**src/rtl/cla_seq_pkg.sv**
```systemverilog
// Shared types and sizing helpers for the nibble-serial CLA sequencer.
package cla_seq_pkg;

  localparam int unsigned NIBBLE_W = 4;

  typedef enum logic [1:0] {
    IDLE = 2'd0,
    RUN  = 2'd1,
    DONE = 2'd2
  } seq_state_e;

  // Number of nibble passes needed for an operand of the given width.
  function automatic int unsigned nib_count(input int unsigned width);
    return width / NIBBLE_W;
  endfunction

  // Width of the nibble index counter for the given operand width.
  function automatic int unsigned idx_width(input int unsigned width);
    return (nib_count(width) > 1) ? $clog2(nib_count(width)) : 1;
  endfunction

endpackage

```
**src/rtl/cla_nibble_slice.sv**
```systemverilog
// Combinational 4-bit carry-lookahead slice; also exposes the carry into bit 3
// so the controller can form signed overflow on the final pass.
module cla_nibble_slice
  import cla_seq_pkg::*;
(
  input  logic [NIBBLE_W-1:0] a,
  input  logic [NIBBLE_W-1:0] b,
  input  logic                cin,
  output logic [NIBBLE_W-1:0] sum_c,
  output logic                cout_c,
  output logic                c3_c
);

  logic [NIBBLE_W-1:0] p;
  logic [NIBBLE_W-1:0] g;
  logic [NIBBLE_W:0]   c;

  // Propagate/generate terms and flattened lookahead carries.
  always_comb begin
    p    = a ^ b;
    g    = a & b;
    c[0] = cin;
    c[1] = g[0] | (p[0] & cin);
    c[2] = g[1] | (p[1] & g[0]) | (p[1] & p[0] & cin);
    c[3] = g[2] | (p[2] & g[1]) | (p[2] & p[1] & g[0]) | (p[2] & p[1] & p[0] & cin);
    c[4] = g[3] | (p[3] & g[2]) | (p[3] & p[2] & g[1]) | (p[3] & p[2] & p[1] & g[0])
         | (p[3] & p[2] & p[1] & p[0] & cin);
  end

  assign sum_c  = p ^ c[NIBBLE_W-1:0];
  assign cout_c = c[4];
  assign c3_c   = c[3];

endmodule

```
**src/rtl/cla_nibble_sequencer.sv**
```systemverilog
// Multi-cycle WIDTH-bit adder: one shared CLA nibble slice, LSB nibble first,
// carry passed between passes through a register. Optional subtract mode is
// enabled by defining CLA_SEQ_SUB_EN (adds the op_sub port).
module cla_nibble_sequencer
  import cla_seq_pkg::*;
#(
  parameter int unsigned WIDTH = 16
) (
  input  logic             clk,
  input  logic             rst_n,
  input  logic             start_valid,
  output logic             start_ready,
  input  logic [WIDTH-1:0] a,
  input  logic [WIDTH-1:0] b,
  input  logic             cin,
`ifdef CLA_SEQ_SUB_EN
  input  logic             op_sub,
`endif
  output logic             res_valid,
  input  logic             res_ready,
  output logic [WIDTH-1:0] sum,
  output logic             cout,
  output logic             ovf,
  output logic             busy
);

  localparam int unsigned NIB   = nib_count(WIDTH);
  localparam int unsigned IDX_W = idx_width(WIDTH);
  localparam logic [IDX_W-1:0] IDX_LAST = IDX_W'(NIB - 1);

  seq_state_e       state_q, state_d;
  logic [IDX_W-1:0] idx_q, idx_d;
  logic [WIDTH-1:0] a_q, a_d;
  logic [WIDTH-1:0] b_q, b_d;
  logic             carry_q, carry_d;
  logic [WIDTH-1:0] sum_d;
  logic             cout_d, ovf_d;
  logic             res_valid_d, start_ready_d, busy_d;

  logic [NIBBLE_W-1:0] a_nib, b_nib, slice_sum;
  logic                slice_co, slice_c3;
  logic [WIDTH-1:0]    nib_mask;

  // Select the active nibble of each latched operand.
  assign a_nib    = NIBBLE_W'(a_q >> (NIBBLE_W * idx_q));
  assign b_nib    = NIBBLE_W'(b_q >> (NIBBLE_W * idx_q));
  assign nib_mask = WIDTH'({NIBBLE_W{1'b1}}) << (NIBBLE_W * idx_q);

  cla_nibble_slice u_slice (
    .a      (a_nib),
    .b      (b_nib),
    .cin    (carry_q),
    .sum_c  (slice_sum),
    .cout_c (slice_co),
    .c3_c   (slice_c3)
  );

  // Next-state, datapath and output decode.
  always_comb begin
    state_d = state_q;
    idx_d   = idx_q;
    a_d     = a_q;
    b_d     = b_q;
    carry_d = carry_q;
    sum_d   = sum;
    cout_d  = cout;
    ovf_d   = ovf;

    case (state_q)
      IDLE: begin
        if (start_valid && start_ready) begin
          a_d     = a;
`ifdef CLA_SEQ_SUB_EN
          b_d     = op_sub ? ~b : b;
          carry_d = op_sub ? 1'b1 : cin;
`else
          b_d     = b;
          carry_d = cin;
`endif
          sum_d   = '0;
          idx_d   = '0;
          state_d = RUN;
        end
      end
      RUN: begin
        sum_d   = (sum & ~nib_mask) | (WIDTH'(slice_sum) << (NIBBLE_W * idx_q));
        carry_d = slice_co;
        if (idx_q == IDX_LAST) begin
          cout_d  = slice_co;
          ovf_d   = slice_c3 ^ slice_co;
          state_d = DONE;
        end else begin
          idx_d = idx_q + IDX_W'(1);
        end
      end
      DONE: begin
        if (res_valid && res_ready) state_d = IDLE;
      end
      default: state_d = IDLE;
    endcase

    res_valid_d   = (state_d == DONE);
    start_ready_d = (state_d == IDLE);
    busy_d        = (state_d != IDLE);
  end

  // State, datapath and registered outputs.
  always_ff @(posedge clk or negedge rst_n) begin
    if (!rst_n) begin
      state_q     <= IDLE;
      idx_q       <= '0;
      a_q         <= '0;
      b_q         <= '0;
      carry_q     <= 1'b0;
      sum         <= '0;
      cout        <= 1'b0;
      ovf         <= 1'b0;
      res_valid   <= 1'b0;
      start_ready <= 1'b1;
      busy        <= 1'b0;
    end else begin
      state_q     <= state_d;
      idx_q       <= idx_d;
      a_q         <= a_d;
      b_q         <= b_d;
      carry_q     <= carry_d;
      sum         <= sum_d;
      cout        <= cout_d;
      ovf         <= ovf_d;
      res_valid   <= res_valid_d;
      start_ready <= start_ready_d;
      busy        <= busy_d;
    end
  end

endmodule

```
**config.mk**
```make
export PLATFORM = sky130hd
export DESIGN_NAME = cla_nibble_sequencer
export DESIGN_NICKNAME = d
export VERILOG_FILES = /design/src/rtl/cla_seq_pkg.sv /design/src/rtl/cla_nibble_slice.sv /design/src/rtl/cla_nibble_sequencer.sv
export SDC_FILE = /design/constraint.sdc
export NUM_CORES = 1
export LEC_CHECK = 0
export BUFFER_PORTS_ARGS = -buffer_cell sky130_fd_sc_hd__buf_2
export CAP_MARGIN = 15
export CORE_MARGIN = 2
export CORE_UTILIZATION = 48
export CTS_CLUSTER_DIAMETER = 40
export DETAILED_ROUTE_END_ITERATION = 16
export GPL_ROUTABILITY_DRIVEN = 1
export PLACE_DENSITY_LB_ADDON = 0.2
export SLEW_MARGIN = 40
export SYNTH_ARGS = -nofsm -noshare
export SYNTH_HDL_FRONTEND = slang
export SYNTH_SLANG_ARGS = --single-unit
export TNS_END_PERCENT = 20
```
**constraint.sdc**
```tcl
create_clock -name clk -period 2.5 [get_ports clk]
set_clock_uncertainty 0.05 [all_clocks]
set_input_delay 0.125 -clock clk [delete_from_list [all_inputs] [get_ports clk]]
set_output_delay 0.125 -clock clk [all_outputs]
set_load 0.05 [all_outputs]
```
==> results.sh, run 1 <==
export IMPL_rsz0062_at_grt="no"
export IMPL_synth_cell_types=33
export IMPL_diodes=0
export IMPL_fin_nets=327
export IMPL_power_frac_comb_pct=56.3
export IMPL_pin_count=58
export IMPL_syn_nets=224
export IMPL_cts_sinks=58
export IMPL_yosysSeqAreaShare_pct=56.2
export IMPL_intPower_mw=3.35
export IMPL_syn_inst=178
export IMPL_totalWireLength_um=5510
export IMPL_async_flop_share_pct=100
export IMPL_cts_buffers=9
export IMPL_grt_overflow=0
export IMPL_die_x_um=77.4
export IMPL_clockRootBuffer="clkbuf_8"
export IMPL_initial_core_util_pct=50.3
export IMPL_grt_pass1_vias=1938
export IMPL_p_sw_mw=2.37
export IMPL_drc=0
export IMPL_critPathKind="reg -> reg"
export IMPL_row_count=26
export IMPL_grt_max_degree=39
export IMPL_antenna_left=0
export IMPL_h_tree_depth=3
export IMPL_slew_viol_final=0
export IMPL_synth_enable_flop_cells=0
export IMPL_postSynthAreaPerCell_sq_um=14.5
export IMPL_wire_per_inst_um=15.5
export IMPL_first_iter_violations=99
export IMPL_detailroute_via_count=1816
export IMPL_ys_warn_count=0
export IMPL_setup_viol=0
export IMPL_gp_routability_congestion=0.748
export IMPL_first_pass_iters=4
export IMPL_antenna_found_initial=0
export IMPL_syn_to_final_growth_pct=37.3
export IMPL_ys_ff_latch=58
export IMPL_fin_area_sq_um=3550
export IMPL_syn_area_sq_um=2580
export IMPL_finalHoldViolCount=0
export IMPL_p_per_area_nw_per_um2=1610
export IMPL_p_clk_share_pct=14.4
export IMPL_start_kind="flip-flop"
export IMPL_p_leak_nw=1.66
export IMPL_worst_hold_slack_ns=0.192
export IMPL_worstPathRequired_ns=2.68
export IMPL_die_area_sq_um=5990
export IMPL_irDropWorstVdd_uv=807
export IMPL_cts_tree="done"
export IMPL_cp_max_fo=4
export IMPL_die_h_um=77.4
export IMPL_grt_pass1_wl_um=9130
export IMPL_grt_util_all_layers_pct=19.8
export IMPL_dp_hpwl_um=3580
export IMPL_power_mw=5.71
export IMPL_clock_fmax_ghz=0.423
export IMPL_port_buffer_count=57
export IMPL_cts_buffer_depth=2
export IMPL_core_area_sq_um=5140
export IMPL_layout_drive_gt1_share_pct=47.2
export IMPL_p_seq_share_pct=29.3
export IMPL_crit_path_end_kind="flip-flop"
export IMPL_tightestPinTransition_ns=0.494
export IMPL_insertion_delay_ns=0.34
export IMPL_layout_common_cells="buf_2 (57), dfrtp_1 (56), mux2_2 (33), dlygate4sd3_1 (33), a22o_1 (16)"
export IMPL_drt_vias_per_instance=5.10
export IMPL_setup_tns_final_ns=0
export IMPL_final_common_cell="buf_2"
export IMPL_status="finished clean"
export IMPL_max_slew_margin_pct=66.8
export IMPL_hold_class="in -> reg"
export IMPL_arrival_ns=2.54
export IMPL_maxCapViolCount=0
export IMPL_clk_pin_slew_ns=0.07
export IMPL_period_minus_slack_ns=2.36
export IMPL_yosys_most_used_dff="dfrtp_1"
export IMPL_timing_final_crit_share_pct=94.5
export IMPL_dpl_cell_area_sq_um=2980
export IMPL_sw_frac_of_total_pct=41.4
## final timing paths
| path | slack (ns) | cells after the start | endpoint | start |
|---|---|---|---|---|
| worst min register to register | 0.45 | 1 | b_q[4] | b_q[4] |
| worst max register to register | 0.14 | 7 | sum[15] | idx_q[0] |
| worst max-delay path | 0.14 | 7 | sum[15] | idx_q[0] |
| max in group asynchronous | 1.79 | 3 | start_ready | rst_n |
| worst min-delay path | 0.19 | 3 | res_valid | res_ready |
| min in group asynchronous | 0.26 | 3 | a_q[7] | rst_n |
## critical path: stages (launching register included)
cell	delay [ns]
dfrtp_2	0.40
buf_6	0.14
mux4_2	0.53
ha_1	0.30
a211o_1	0.32
a21oi_4	0.20
xnor2_2	0.11
a22o_1	0.21
## logic make-up after synthesis
group | Yosys count | share of synthesized area (%)
muxes | 41 | 21.3
DFF | 58 | 56.2
xor gates and xnor gates | 3 | 1.02
AOI/OAI and AO/OA | 31 | 9.05
buffers and inverters | 13 | 2.95
adders and majority gates | 9 | 4.65
and+or+nand+nor | 23 | 4.79
## stage by stage
stage,setup WS (ns),std cells,utilization (%)
after floorplan,0.116,178,-
after global placement,0.143,307,57.9
after detailed placement,0.0633,307,57.9
after CTS,0.0536,356,67.9
after global routing,0.0311,356,69.0
final,0.138,356,69.0
## cell usage after synthesis, types with 2 or more instances
| cell type | count | area, sq um |
|---|---|---|
| or2_2 | 2 | 12.5 |
| mux2_2 | 33 | 372 |
| o21ai_0 | 2 | 10.0 |
| mux4_2 | 8 | 180 |
| xnor2_1 | 2 | 17.5 |
| ha_1 | 8 | 100 |
| a22o_1 | 16 | 140 |
| nor2_1 | 6 | 22.5 |
| a31oi_1 | 2 | 12.5 |
| nor3_1 | 3 | 15.0 |
| dfrtp_1 | 57 | 1430 |
| buf_6 | 2 | 22.5 |
| nand2_1 | 4 | 15.0 |
| nand2b_1 | 2 | 12.5 |
| a21oi_1 | 5 | 25.0 |
| buf_4 | 3 | 22.5 |
| inv_1 | 6 | 22.5 |
| or3_1 | 2 | 12.5 |
## power by group through the flow
stage / Sequential (mW) / Clock (mW) / Combinational [mW]
finish: 1.68 / 0.820 / 3.22
CTS: 1.68 / 0.837 / 2.90
detailed placement: 1.69 / 0 / 2.85
global route: 1.74 / 0.875 / 3.49
global placement: 1.69 / 0 / 2.80
floorplan: 2.00 / 0 / 1.80
## repair_timing
action	CTS	global route
endpoints found under the hold margin	89	0
hold buffers	33	0
setup buffers	0	0
resized for setup	0	8
setup endpoints to repair	0	6
## flip-flops by register name, indices dropped and copies added, names as in the netlist
signal       count
a_q             16
b_q             16
sum             16
idx_q            2
state_q          2
busy             1
carry_q          1
cout             1
ovf              1
res_valid        1
start_ready      1
## final cells by class
| type | count | area [sq um] |
|---|---|---|
| clock buffers | 10 | 128 |
| clock inverters | 6 | 57.6 |
| fillers | 384 | 1590 |
| inverters | 6 | 22.5 |
| multi-input cells | 107 | 1110 |
| flip-flops and latches | 58 | 1450 |
| well taps | 70 | 87.6 |
| repair buffers | 99 | 687 |
## routing by layer
layer,share of wire (%),track usage [%]
met5,0,0
met4,2.3,10.7
met3,4.0,4.77
met2,49,31.4
met1,45,25.3
(Power assumes the default switching activity.)
==> run 2, diff against run 1 <==
- SETUP_SLACK_MARGIN: default -> 0.5
==> run 2 against run 1 <==
Die area unchanged. Design area up 1.2%. Non-clock buffer count up 4. Sequential share of layout area down 0.50 points. Clock-buffer cell count up 2. First-iteration DRC count up 5.1%. Wire length up 1.0%. Worst setup slack better by 0.093 ns. Maximum frequency up 4.1%. Via count up 3.1%. Critical endpoint is now sum[11]. Largest power group unchanged. Highest routed layer unchanged.
==> results.sh, run 2 (synthesized netlist as in run 1, its figures left out) <==
export IMPL_port_buffer_count=57
export IMPL_maxCapViolCount=0
export IMPL_period_minus_slack_ns=2.27
export IMPL_seq_area_sq_um=1450
export IMPL_clock_fmax_ghz=0.441
export IMPL_worst_hold_slack_ns=0.202
export IMPL_cts_buffers=9
export IMPL_reg_top3="a_q x16, b_q x16, sum x16"
export IMPL_cts_buffer_depth=2
export IMPL_cts_tree="done"
export IMPL_gp_routability_congestion=0.800
export IMPL_grt_pass1_vias=2037
export IMPL_arrival_ns=2.45
export IMPL_p_leak_nw=1.68
export IMPL_tightestPinTransition_ns=0.660
export IMPL_finalHoldViolCount=0
export IMPL_layout_drive_gt1_share_pct=48.4
export IMPL_max_slew_margin_pct=56.0
export IMPL_cts_sinks=58
export IMPL_final_common_cell="buf_2"
export IMPL_critPathKind="reg -> reg"
export IMPL_layout_common_cells="buf_2 (57), dfrtp_1 (56), mux2_2 (33), dlygate4sd3_1 (33), a22o_1 (16)"
export IMPL_grt_max_degree=39
export IMPL_diodes=0
export IMPL_row_count=26
export IMPL_totalWireLength_um=5560
export IMPL_grt_overflow=0
export IMPL_start_kind="flip-flop"
export IMPL_first_pass_iters=4
export IMPL_irDropWorstVdd_uv=812
export IMPL_p_per_area_nw_per_um2=1620
export IMPL_antenna_found_initial=0
export IMPL_pin_count=58
export IMPL_die_area_sq_um=5990
export IMPL_grt_util_all_layers_pct=21.2
export IMPL_cp_max_fo=5
export IMPL_multi_input_area_sq_um=1130
export IMPL_die_h_um=77.4
export IMPL_r2r_slack_ns=0.23
export IMPL_hp_start="start_valid"
export IMPL_die_x_um=77.4
export IMPL_fin_nets=331
export IMPL_hold_depth=4
export IMPL_first_iter_violations=104
export IMPL_hold_class="in -> reg"
export IMPL_setup_tns_final_ns=0
export IMPL_rsz0062_at_grt="yes"
export IMPL_n_fill_cell=370
export IMPL_h_tree_depth=3
export IMPL_grt_pass1_wl_um=9610
export IMPL_drt_vias_per_instance=5.22
export IMPL_clk_pin_slew_ns=0.06
export IMPL_initial_core_util_pct=50.3
export IMPL_detailroute_via_count=1873
export IMPL_antenna_left=0
export IMPL_crit_reg2reg_launch="idx_q[0]"
export IMPL_syn_to_final_growth_pct=39.0
export IMPL_insertion_delay_ns=0.34
export IMPL_dp_hpwl_um=3630
export IMPL_power_mw=5.82
export IMPL_timing_rr_end="sum[11]"
export IMPL_wire_per_inst_um=15.5
export IMPL_clockRootBuffer="clkbuf_8"
export IMPL_core_area_sq_um=5140
export IMPL_drc=0
export IMPL_hold_end="carry_q"
export IMPL_crit_path_end_kind="flip-flop"
export IMPL_worstPathRequired_ns=2.68
export IMPL_r2r_cells=6
export IMPL_timing_final_crit_share_pct=90.8
export IMPL_setup_viol=0
export IMPL_slew_viol_final=0
export IMPL_status="finished clean"
run 2: cell type report:
type	count	share of cell area, %
timing repair buffer	103	20.2
sequential	58	40.5
tap	70	2.44
clock buffer	12	4.32
inverter	6	0.627
clock inverter	3	0.418
multi-input combinational	107	31.5
run 2: worst max path at each step:
stage	from	endpoint	slack, ns	cells after the start
after floorplan	idx_q[0]	sum[11]	0.29	7
after global placement	idx_q[0]	sum[7]	0.16	6
after detailed placement	idx_q[0]	sum[11]	0.11	6
after CTS	idx_q[0]	ovf	0.22	7
after global routing	idx_q[0]	carry_q	0.12	6
final	idx_q[0]	sum[11]	0.23	6
run 2: timing repair:
action,in CTS,in global routing
resized for setup,5,1
cloned,0,0
setup endpoints to repair,19,19
endpoints found under the hold margin,58,0
hold buffers,33,0
buffers inserted,5,1
pin swaps,8,0
run 2: metrics by stage:
stage	cells	setup slack (ns)	instance area, sq um	utilization [%]
global placement	305	0.162	3000	58.3
finish	359	0.231	3590	69.9
detailed placement	305	0.109	3000	58.3
CTS	358	0.220	3580	69.6
global route	359	0.122	3590	69.9
floorplan	178	0.289	2610	-
run 2: power by group:
part,switching (mW),internal [mW]
Sequential,0.290,1.39
Combinational,1.75,1.65
Clock,0.343,0.402
run 2: layer usage:
layer	vias to the layer above	global-route usage [%]	share of wire (%)	wire [um]
li1	871	-	-	-
met1	922	26.0	42	2340
met2	63	34.0	49	2710
met3	17	6.74	6.0	336
met4	0	10.7	3.1	171
met5	-	0	0	0
run 2: worst max-delay path: stages (launching register included):
cell and delay [ns]:
dfrtp_2 0.44, mux4_2 0.57, ha_4 0.25, a211o_1 0.34
a21oi_4 0.19, xnor2_2 0.11, a22o_1 0.19
